`src/rtl/latched_priority_encoder_if.sv`:
```
// rtl/latched_priority_encoder_if.sv - request/issue bundle for the latched priority encoder
//
// Signals:
//   enable     master->slave  sample req this cycle when 1
//   req        master->slave  request lines, bit i requests address i
//   out_ready  master->slave  consumer accepts the issued address
//   out_valid  slave->master  address/multi are valid
//   address    slave->master  binary index of the issued request
//   multi      slave->master  more than one bit was pending at selection
//   pending    slave->master  current pending register (status/debug)
interface latched_priority_encoder_if #(
    parameter int WIDTH  = 4,
    parameter int ADDR_W = 2
);
    logic              enable;
    logic [WIDTH-1:0]  req;
    logic              out_ready;
    logic              out_valid;
    logic [ADDR_W-1:0] address;
    logic              multi;
    logic [WIDTH-1:0]  pending;

    modport master (
        output enable, req, out_ready,
        input  out_valid, address, multi, pending
    );

    modport slave (
        input  enable, req, out_ready,
        output out_valid, address, multi, pending
    );
endinterface

```
`src/rtl/latched_priority_encoder.sv`:
```
// rtl/latched_priority_encoder.sv - sticky request capture with lowest-index-first binary issue
//
// Ports:
//   clk    rising-edge clock
//   rst_n  asynchronous active-low reset
//   bus    latched_priority_encoder_if.slave (enable/req/out_ready in,
//          out_valid/address/multi/pending out)
//
// Request bits accumulate in a sticky pending register. The lowest set
// index is issued over a valid/ready handshake and cleared once accepted.
// All outputs come straight from registers.
module latched_priority_encoder #(
    parameter int WIDTH  = 4,
    parameter int ADDR_W = 2
) (
    input  logic                        clk,
    input  logic                        rst_n,
    latched_priority_encoder_if.slave   bus
);

    typedef enum logic {
        IDLE = 1'b0,
        HOLD = 1'b1
    } state_t;

    state_t            state_q;
    state_t            state_d;
    logic [WIDTH-1:0]  pending_q;
    logic [WIDTH-1:0]  pending_d;
    logic [ADDR_W-1:0] address_q;
    logic              multi_q;

    logic              transfer;
    logic [WIDTH-1:0]  served;
    logic [WIDTH-1:0]  remaining;
    logic [WIDTH-1:0]  capture;
    logic              load;
    logic [ADDR_W-1:0] sel_address;
    logic              sel_multi;

    // Lowest set index wins; scanning downward lets the lowest overwrite.
    function automatic logic [ADDR_W-1:0] lowest_index(input logic [WIDTH-1:0] v);
        logic [ADDR_W-1:0] idx;
        idx = '0;
        for (int i = WIDTH - 1; i >= 0; i--) begin
            if (v[i]) begin
                idx = ADDR_W'(i);
            end
        end
        return idx;
    endfunction

    assign transfer = bus.out_valid & bus.out_ready;
    assign served   = transfer ? (WIDTH'(1) << address_q) : '0;
    assign capture  = bus.enable ? bus.req : '0;

    // Selection never sees requests arriving on the same edge; served is
    // zero in IDLE, so this covers both states.
    assign remaining   = pending_q & ~served;
    assign sel_address = lowest_index(remaining);
    // Clearing the lowest set bit leaves something only if two or more were set.
    assign sel_multi   = |(remaining & (remaining - WIDTH'(1)));

    // A new request on the served bit re-sets it: set wins over clear.
    assign pending_d = remaining | capture;

    // State register
    always_ff @(posedge clk or negedge rst_n) begin
        if (!rst_n) begin
            state_q <= IDLE;
        end else begin
            state_q <= state_d;
        end
    end

    // Next-state logic
    always_comb begin
        state_d = state_q;
        load    = 1'b0;
        case (state_q)
            IDLE: begin
                if (pending_q != '0) begin
                    load    = 1'b1;
                    state_d = HOLD;
                end
            end
            HOLD: begin
                if (transfer) begin
                    if (remaining != '0) begin
                        load = 1'b1;
                    end else begin
                        state_d = IDLE;
                    end
                end
            end
            default: state_d = IDLE;
        endcase
    end

    // Datapath registers: pending accumulates every edge, address/multi
    // only change when a new selection is loaded.
    always_ff @(posedge clk or negedge rst_n) begin
        if (!rst_n) begin
            pending_q <= '0;
            address_q <= '0;
            multi_q   <= 1'b0;
        end else begin
            pending_q <= pending_d;
            if (load) begin
                address_q <= sel_address;
                multi_q   <= sel_multi;
            end
        end
    end

    // Output logic
    always_comb begin
        bus.out_valid = (state_q == HOLD);
        bus.address   = address_q;
        bus.multi     = multi_q;
        bus.pending   = pending_q;
    end

endmodule

```
`src/flat_wrapper.sv`:
```
// flat-port wrapper written by rule: the top's interface ports become plain ports
module latched_priority_encoder_flat 
#(
    parameter int WIDTH  = 4,
    parameter int ADDR_W = 2
)
  (clk, rst_n, bus_enable, bus_req, bus_out_ready, bus_out_valid, bus_address, bus_multi, bus_pending);
  latched_priority_encoder_if #(.WIDTH(WIDTH), .ADDR_W(ADDR_W)) bus_i ();
  input  logic clk;
  input  logic rst_n;
  input wire logic [$bits(bus_i.enable)-1:0] bus_enable;
  input wire logic [$bits(bus_i.req)-1:0] bus_req;
  input wire logic [$bits(bus_i.out_ready)-1:0] bus_out_ready;
  output wire logic [$bits(bus_i.out_valid)-1:0] bus_out_valid;
  output wire logic [$bits(bus_i.address)-1:0] bus_address;
  output wire logic [$bits(bus_i.multi)-1:0] bus_multi;
  output wire logic [$bits(bus_i.pending)-1:0] bus_pending;
  assign bus_i.enable = bus_enable;
  assign bus_i.req = bus_req;
  assign bus_i.out_ready = bus_out_ready;
  assign bus_out_valid = bus_i.out_valid;
  assign bus_address = bus_i.address;
  assign bus_multi = bus_i.multi;
  assign bus_pending = bus_i.pending;
  latched_priority_encoder #(.WIDTH(WIDTH), .ADDR_W(ADDR_W)) u_core (.clk(clk), .rst_n(rst_n), .bus(bus_i));
endmodule
```
`config.mk`:
```
export PLATFORM = sky130hd
export DESIGN_NAME = latched_priority_encoder_flat
export DESIGN_NICKNAME = d
export VERILOG_FILES = /design/src/rtl/latched_priority_encoder_if.sv /design/src/rtl/latched_priority_encoder.sv /design/src/flat_wrapper.sv
export SDC_FILE = /design/constraint.sdc
export NUM_CORES = 1
export LEC_CHECK = 0
export ABC_AREA = 1
export BUFFER_PORTS_ARGS = -buffer_cell sky130_fd_sc_hd__buf_2
export CORE_AREA = 2 2 39 41
export CTS_CLUSTER_SIZE = 12
export DETAILED_ROUTE_END_ITERATION = 16
export DIE_AREA = 0 0 41 43
export PLACE_DENSITY = 0.68
export SLEW_MARGIN = 10
export SYNTH_ARGS = -nofsm -noshare
export SYNTH_HDL_FRONTEND = slang
export SYNTH_SLANG_ARGS = --single-unit
```
`constraint.sdc`:
```
create_clock -name clk -period 1.4 [get_ports clk]
set_input_delay 0.07 -clock clk [delete_from_list [all_inputs] [get_ports clk]]
set_output_delay 0.07 -clock clk [all_outputs]
set_load 0.01 [all_outputs]
```
==> run summary <==
Status = finished clean
Main area contributors after synthesis = dfrtp_1, nand2_1, nand2_2, inv_1, nor2_1
Clock slew at reported path FFs = 0.05 ns
Mapped Avg Cell Area = 6.987 sq um
Grt ovf = 0
Layout cell share with drive strength beyond 1 = 0.3765
Critical path origin = u_core.bus.out_valid$_DFF_PN0_
Vias after detailed routing = 455
Tmin final = 1.270 ns
R2R setup slack = 0.13 ns
Fin. Hold Viols = 0
Ant diodes = 0
Max rail drop VDD = 831.5 uV
Most used cell, CP = nand2_2
Syn Std Cell Area = 454.2 sq um
Post-synth top area share = 0.4408
Routed wire per std cell = 9.465 microns
Critical path required time = 1.55 ns
Worst skew pair latency = 0.26 ns
Layout Nets = 95
Critical path class = flip-flop to flip-flop
Largest net degree at the start of global routing = 9
Htree depth = 1
Max-cap violations = 0
WHS Endpoint = u_core.bus.pending[0]$_DFF_PN0_
Largest area contributor in the netlist = dfrtp_1
Port bufs = 15
Final Slew Violations = 0
Fillers = 151
Worst reg2reg path startpoint = u_core.bus.out_valid$_DFF_PN0_
Vias/cell = 4.505
Worst EP arrival = 1.42 ns
Final Skew = 0.004966 ns
CTS root buf = clkbuf_4
Crit end category = flip-flop
Post-detailed-route count of antenna-violating nets = 0
Mapped Cells = 65
CORE AREA = 1384 sq um
Top Family by Delay on Critical Path = simple AND/OR/NAND/NOR gates
Antenna violations before repair = 0
Yosys warning count = 0
Power Density = 2140 nW/um^2
Dpl hpwl = 757.4 microns
# clock sinks = 8
Syn_nets = 73
Reg2reg path depth = 10
Flops & latches, synth = 8
CP max stage cell = dfrtp_1
Post-synth cell types = 14
Worst Tran Pin Value = 0.2322 ns
Nature of the critical path startpoint = flip-flop
Hold path start = bus_req[0]
Area grow syn2layout = 30.58%
Core Util, Final = 0.4286
Initial Util = 0.3282
Drc violations = 0
CP peak stage delay = 0.39 ns
Period Utilization, post-route = 0.9072
Buffers and inverters on the worst path = 2
Die area = 1763 sq um
Total track usage = 0.1359
First-pass GRT wire length = 1628 microns
Worst hold stages = 3
I/O Pins = 16
CTS Buffer Depth = 2
Setup-failing EPs final = 0
Gpl congestion = 0.8406
Crit Path Max Fanout = 5
Max Clk Rate = 0.7874 GHz
Worst reg2reg path endpoint = u_core.bus.address[0]$_DFFE_PN0P_
DRT iter0 DRCs = 1
Num CTS Buffers = 3
Total power = 1.269 mW
Hold Path Class = primary input to flip-flop
Overall routed net length = 956 microns
Chip height = 43 microns
Vias in the first global route = 414
TritonRoute pass-1 iters = 2
TritonCTS clock tree = built
Die span in x = 41 microns
Cell-by-cell trace of the critical path = nand2_2 -> inv_2 -> nand2_1 -> nand2_2 -> nand2_2 -> clkinv_2 -> nand2_2 -> nand2_2 -> nand3_1 -> nand2_1
Leakage = 0.3336 nW
Sequential area share after synthesis = 0.4408
Number of core rows = 14
Worst slew margin = 0.8441
-- per-stage QoR --
step                      setup TNS [ns]  worst slack, ns  instance area (sq um)  hold slack (ns)  cells
after floorplan                        0           0.1907                  454.2          -0.2256     65
after global placement                 0           0.1089                  549.3         -0.07563     96
after detailed placement               0           0.1080                  549.3         -0.07401     96
after CTS                              0          0.08770                  581.8         0.007240    100
after global routing           -0.004211        -0.004211                  593.1          0.03331    101
final                                  0           0.1300                  593.1         0.006308    101
-- worst max-delay path by stage --
| stage | endpoint | slack, ns | cells after the start |
|---|---|---|---|
| 4_1_cts | u_core.bus.multi$_DFFE_PN0P_ | 0.09 | 11 |
| 3_5_place_dp | u_core.bus.multi$_DFFE_PN0P_ | 0.11 | 11 |
| 3_3_place_gp | u_core.bus.multi$_DFFE_PN0P_ | 0.11 | 11 |
| 5_1_grt | u_core.bus.multi$_DFFE_PN0P_ | -0.004 | 11 |
| 2_1_floorplan | u_core.bus.address[0]$_DFFE_PN0P_ | 0.19 | 11 |
| 6_report | u_core.bus.address[0]$_DFFE_PN0P_ | 0.13 | 10 |
-- synth_stat cells --
cell type	instances
a21oi_1	1
a31oi_1	1
clkinv_2	1
dfrtp_1	8
inv_1	8
inv_2	1
nand2_1	21
nand2_2	8
nand3_1	5
nor2_1	7
nor2_2	1
o211ai_1	1
o21ai_0	1
o21ai_1	1
-- worst reg2reg max path, cell delays in order, from the launching register on --
cell and delay (ns):
dfrtp_1 0.39, nand2_2 0.12, inv_2 0.07, nand2_1 0.08, nand2_2 0.07, nand2_2 0.08, clkinv_2 0.06, nand2_2 0.07
nand2_2 0.08, nand3_1 0.08, nand2_1 0.05
-- registers in the layout, indices dropped and copies added, names as in the netlist --
| name | cells |
|---|---|
| u_core.bus.multi | 1 |
| u_core.bus.address | 2 |
| u_core.bus.out_valid | 1 |
| u_core.bus.pending | 4 |
-- layout by cell type (no fill, tap or decap), types with 2 or more instances in the layout --
cell      netlist  layout
dfrtp_1         8       7
clkbuf_4        0       3
nor2_1          7       6
nand2_1        21      21
nor2_2          1       2
buf_2           0      15
nand3_1         5       5
nand2_2         8       8
inv_1           8       8
-- cell families (layout without fill, tap and decap cells) --
logic type,count (synthesis),after routing,share of synthesized area
compound gates,5,5,0.06334
buf+inv,10,30,0.08538
flops,8,8,0.4408
simple gates,42,42,0.4105
-- routing by layer --
layer	global-route usage	vias up	wire length, microns
met4	0.06000	0	22
met5	0	-	0
li1	-	244	-
met1	0.1894	199	429
met3	0.03141	2	46
met2	0.1938	10	459
-- cell type report --
| type | count | area [sq um] | share of cell area |
|---|---|---|---|
| flip-flops and latches | 8 | 201.4 | 0.3397 |
| inverters | 10 | 38.79 | 0.06540 |
| multi-input cells | 47 | 217.7 | 0.3671 |
| clock buffers | 3 | 22.52 | 0.03797 |
| repair buffers | 17 | 92.59 | 0.1561 |
| well taps | 16 | 20.02 | 0.03376 |
-- what timing repair did --
action,in CTS,in global routing
hold endpoints to repair,8,0
setup endpoints to repair,0,3
buffers inserted,0,1
hold buffers,1,0
resized for setup,0,2
-- report_power, final --
group,switching (mW),leakage (nW),internal (mW)
clock,0.0803,0.0138,0.0982
combinational,0.404,0.235,0.256
sequential,0.0956,0.0849,0.335
total,0.580,0.334,0.689
(Power assumes the default switching activity.)
